### src/rtl/alu_pipe_stage_pkg.sv
// Shared ALU definitions: opcode encoding and widths used by the pipe stage
// and by the combinational ALU core.
package alu_pipe_stage_pkg;

   localparam int unsigned OP_W = 2;

   typedef enum logic [OP_W-1:0] {
      OP_AND = 2'b00,
      OP_OR  = 2'b01,
      OP_XOR = 2'b10,
      OP_ADD = 2'b11
   } alu_op_e;

endpackage

### src/rtl/alu_pipe_stage_logic_unit.sv
// Combinational N-bit ALU core: bitwise AND/OR/XOR and ADD with carry-out.
module alu_logic_unit
   import alu_pipe_stage_pkg::*;
#(
   parameter int unsigned N = 4
) (
   input  logic [OP_W-1:0] op,
   input  logic [N-1:0]    a,
   input  logic [N-1:0]    b,
   output logic [N-1:0]    result,
   output logic            carry
);

   logic [N:0] sum;

   always_comb begin
      sum    = {1'b0, a} + {1'b0, b};
      result = '0;
      carry  = 1'b0;
      case (alu_op_e'(op))
         OP_AND:  result = a & b;
         OP_OR:   result = a | b;
         OP_XOR:  result = a ^ b;
         OP_ADD: begin
            result = sum[N-1:0];
            carry  = sum[N];
         end
         default: result = '0;
      endcase
   end

endmodule

### src/rtl/alu_pipe_stage.sv
// Two-stage valid/ready ALU pipeline: S1 holds operands, S2 holds the
// result and flags; counts results accepted downstream.
module alu_pipe_stage
   import alu_pipe_stage_pkg::*;
#(
   parameter int unsigned N     = 4,
   parameter int unsigned CNT_W = 8
) (
   input  logic             clk,
   input  logic             rst_n,
   input  logic             in_valid,
   output logic             in_ready,
   input  logic [OP_W-1:0]  op,
   input  logic [N-1:0]     a,
   input  logic [N-1:0]     b,
   output logic             out_valid,
   input  logic             out_ready,
   output logic [N-1:0]     result,
   output logic             carry,
   output logic             zero,
   output logic [CNT_W-1:0] op_count
);

   logic            ready_en;
   logic            s1_valid;
   logic [OP_W-1:0] s1_op;
   logic [N-1:0]    s1_a;
   logic [N-1:0]    s1_b;
   logic            s2_valid;

   logic            s2_free;
   logic            s1_adv;
   logic            in_fire;
   logic            out_fire;

   logic [N-1:0]    alu_result;
   logic            alu_carry;

   alu_logic_unit #(.N(N)) u_alu (
      .op     (s1_op),
      .a      (s1_a),
      .b      (s1_b),
      .result (alu_result),
      .carry  (alu_carry)
   );

   // Handshake: in_ready depends only on stage state and out_ready, never on in_valid.
   always_comb begin
      s2_free  = !s2_valid || out_ready;
      s1_adv   = s1_valid && s2_free;
      out_fire = s2_valid && out_ready;
      in_ready = ready_en && (!s1_valid || s1_adv);
      in_fire  = in_valid && in_ready;
   end

   assign out_valid = s2_valid;

   // Input acceptance is held off until the first clock after reset release.
   always_ff @(posedge clk or negedge rst_n) begin
      if (!rst_n) ready_en <= 1'b0;
      else        ready_en <= 1'b1;
   end

   always_ff @(posedge clk or negedge rst_n) begin
      if (!rst_n) begin
         s1_valid <= 1'b0;
         s1_op    <= '0;
         s1_a     <= '0;
         s1_b     <= '0;
      end else begin
         if (in_fire) begin
            s1_valid <= 1'b1;
            s1_op    <= op;
            s1_a     <= a;
            s1_b     <= b;
         end else if (s1_adv) begin
            s1_valid <= 1'b0;
         end
      end
   end

   // S2 only changes when loading a new result, so outputs hold under backpressure.
   always_ff @(posedge clk or negedge rst_n) begin
      if (!rst_n) begin
         s2_valid <= 1'b0;
         result   <= '0;
         carry    <= 1'b0;
         zero     <= 1'b0;
      end else begin
         if (s1_adv) begin
            s2_valid <= 1'b1;
            result   <= alu_result;
            carry    <= alu_carry;
            zero     <= (alu_result == '0);
         end else if (out_fire) begin
            s2_valid <= 1'b0;
         end
      end
   end

   always_ff @(posedge clk or negedge rst_n) begin
      if (!rst_n)        op_count <= '0;
      else if (out_fire) op_count <= op_count + CNT_W'(1);
   end

endmodule

### config.mk
export PLATFORM = sky130hd
export DESIGN_NAME = alu_pipe_stage
export DESIGN_NICKNAME = d
export VERILOG_FILES = /design/src/rtl/alu_pipe_stage_pkg.sv /design/src/rtl/alu_pipe_stage_logic_unit.sv /design/src/rtl/alu_pipe_stage.sv
export SDC_FILE = /design/constraint.sdc
export NUM_CORES = 1
export LEC_CHECK = 0
export CELL_PAD_IN_SITES_DETAIL_PLACEMENT = 1
export CELL_PAD_IN_SITES_GLOBAL_PLACEMENT = 2
export CORE_ASPECT_RATIO = 0.6
export CORE_UTILIZATION = 31
export CTS_CLUSTER_DIAMETER = 30
export CTS_CLUSTER_SIZE = 20
export DETAILED_ROUTE_END_ITERATION = 7
export GPL_ROUTABILITY_DRIVEN = 0
export PLACE_DENSITY = 0.71
export SYNTH_ARGS = -nofsm -noshare
export SYNTH_HDL_FRONTEND = slang
export SYNTH_SLANG_ARGS = --single-unit
### constraint.sdc
create_clock -name clk -period 3.55 [get_ports clk]
set_clock_uncertainty 0.1 [all_clocks]
set_input_delay 0.355 -clock clk [delete_from_list [all_inputs] [get_ports clk]]
set_output_delay 0.355 -clock clk [all_outputs]
set_load 0.1 [all_outputs]
==> key figures <==
Outcome
  • Status: finished, final reports clean

Clocking
  • TritonCTS Sinks: 27
  • Worst-Skew Late Latency: 0.27 ns
  • H-tree depth: 1
  • Clk slew on worst S/H paths: 0.09 ns
  • Root buffer cell: clkbuf_8
  • Clock Path Buffers: 2
  • Setup Buffers After CTS: 0
  • TritonCTS clock tree: built
  • Hold-fix buffers, CTS: 0
  • CTS resizes: 0
  • TritonCTS Buffers: 3

Critical path
  • Crit Path Max Fanout: 4
  • Critical-path top delay cell: clkdlybuf4s50_1
  • CP Cell Sequence: clkdlybuf4s50_1
  • Delay-heaviest family, CP: buffers and inverters
  • CP Class: register to output port
  • Worst setup EP type: output port
  • Worst path max stage delay: 1.16 ns
  • Required time worst endpoint: 3.09 ns
  • Crit path launch type: register
  • Crit path DAT: 1.87 ns
  • R2r setup slk: 1.54 ns
  • CP bufs+invs: 1

Synthesis
  • Post-synth EDFFs: 0
  • #FFs+latches synth: 27
  • Mapped Avg Cell Area: 12.0 µm²
  • Distinct cells, synth: 33
  • FFs w/ async S/R, synth: 100%
  • Synth Cell Area: 0.00146 mm²
  • Syn_nets: 145
  • Sequential fraction of the synthesis area: 46.4%
  • Post-synth top flop: dfrtp_1
  • Gate Count Post-Synth: 121
  • Yosys warning count: 0

Global route
  • Grt met1 use: 18.9%
  • Largest net degree at the start of global routing: 28
  • Initial antenna violation count: 0
  • GR Layer Usage met3: 3.83%
  • First-pass GRT wire length: 5010 µm
  • Most utilized layer in the global route result: met2
  • Remaining global-route overflow: 0
  • Vias in the first global route: 997
  • GRT Total Usage: 13.6%
  • Met2 global-route usage: 21.1%

Timing
  • Worst-margin pin slew: 0.982 ns
  • Final Hold Vio Count: 0
  • RSZ-0062 raised after global routing: false
  • Final worst path period share: 65.4%
  • Slew headroom: 34.4%
  • Setup TNS: 0 ns
  • Final slew viol count: 0
  • Final setup violation count: 0
  • Final Critical Period: 2.32 ns
  • Fmax: 431 MHz

Route
  • DR vias/cell: 4.46
  • Starting DRT DRC Count: 48
  • Vias: 946
  • Routed Antenna Nets: 0
  • Initial DRT Pass Iterations: 4
  • Number of remaining DRC errors: 0
  • Drt total wl: 3000 µm
  • DR WL/cell: 14.1 µm

Layout
  • Share of cells above drive strength 1: 17.8%
  • Layout Nets: 177
  • Diodes inserted: 0
  • Finished Cell Area: 0.00183 mm²
  • # fillers: 470
  • Layout overhead on the synthesized area: 26.1%

Hold path
  • Worst hold path class: input pin to asynchronous set/reset pin

Power and ir drop
  • Total power: 1.44 mW
  • P per Cell Area: 786 mW/mm²
  • Maximum vdd ir drop: 0.000287 V
  • Leakage power: 0.852 nW

Floorplan
  • Die Span X: 90.5 µm
  • Row count: 18
  • Die area: 0.00498 mm²
  • Core box area: 0.00430 mm²
  • Starting density of the core: 33.8%
  • Die H: 55.1 µm
  • Ports: 30

Placed design
  • Port bufs: 29
  • HPWL Detailed: 2280 µm
  • Placement Cell Area: 0.00179 mm²

Run
  • MaxCap Viol Count: 0
-- synth_stat cells (all sizes together) (2+ instances only) --
library cell / n / area share [%]
ha: 9 / 7.7
nor3: 2 / 0.69
nand2b: 3 / 1.3
a21oi: 2 / 0.69
nor2b: 4 / 2.4
a211o: 2 / 1.2
nand2: 11 / 3.0
a21o: 2 / 1.0
xor2: 3 / 1.8
xnor2: 4 / 2.4
mux2: 14 / 13
o21ai: 4 / 1.4
dfrtp: 27 / 46
buf: 2 / 1.5
nand3: 8 / 3.1
inv: 9 / 2.3
nor2: 4 / 1.0
-- metrics by stage --
step | hold WS, ns | utilization, % | setup slack (ns) | cells
after floorplan | -0.0406 | - | 1.33 | 121
after global placement | 0.362 | 41.6 | 1.46 | 208
after detailed placement | 0.374 | 41.6 | 1.43 | 208
after CTS | 0.354 | 42.6 | 1.22 | 212
after global routing | 0.382 | 42.6 | 1.17 | 212
final | 0.350 | 42.6 | 1.23 | 212
-- cell usage in the layout (no fill, tap or decap), types with 2 or more instances in the layout --
cell type        count
a211o_1              2
mux2_2               5
ha_1                 9
mux2_4               9
nand2b_1             3
o21ai_0              4
nor2b_1              2
nand3_1              7
a21oi_1              2
buf_4                2
nor3_1               2
nand2_1             10
nor2_1               4
xor2_1               3
xnor2_1              4
clkdlybuf4s50_1     28
dfrtp_1             27
a21o_1               2
clkbuf_8             3
inv_1                9
-- final cells by class --
| class | count | area (µm²) | share of cell area, % |
|---|---|---|---|
| Multi-Input combinational cell | 82 | 709 | 38.7 |
| Sequential cell | 27 | 676 | 36.8 |
| Timing Repair Buffer | 30 | 295 | 16.1 |
| Tap cell | 60 | 75.1 | 4.09 |
| Clock buffer | 4 | 45.0 | 2.46 |
| Inverter | 9 | 33.8 | 1.84 |
-- report_power, final --
| group | total, mW | internal [mW] | switching [mW] |
|---|---|---|---|
| logic | 0.801 | 0.238 | 0.563 |
| clock network | 0.175 | 0.0804 | 0.0942 |
| registers | 0.465 | 0.383 | 0.0823 |
| total | 1.44 | 0.701 | 0.740 |
-- kinds of logic after synthesis --
| group | synth area share [%] |
|---|---|
| xor gates and xnor gates | 4.21 |
| and+or+nand+nor | 12.6 |
| AOI/OAI and AO/OA | 9.37 |
| buffers and inverters | 4.81 |
| DFF | 46.4 |
| other | 0.258 |
| muxes | 13.2 |
| adders and majority gates | 9.11 |
-- registers in the layout, indices dropped and copies added, names as in the netlist --
name and cells:
carry 1, op_count 8, out_valid 1, ready_en 1
result 4, s1_a 4, s1_b 4, s1_op 2
s1_valid 1, zero 1
-- routing by layer --
layer / vias to the layer above / wire, µm
met5: - / 0
met4: 0 / 8
met3: 2 / 103
met2: 16 / 1270
met1: 458 / 1620
li1: 470 / -
-- final timing paths --
check / start / to / cells past startpoint
worst max-delay path: op_count[0] / op_count[0] / 1
worst min-delay path: rst_n / s1_a[1] / 2
worst max register to register: s1_a[0] / result[2] / 6
worst min register to register: op_count[7] / op_count[7] / 1
max in group asynchronous: rst_n / s1_op[1] / 2
min in group clk: op_count[7] / op_count[7] / 1
Note: power is estimated with default switching activity, not from simulation.
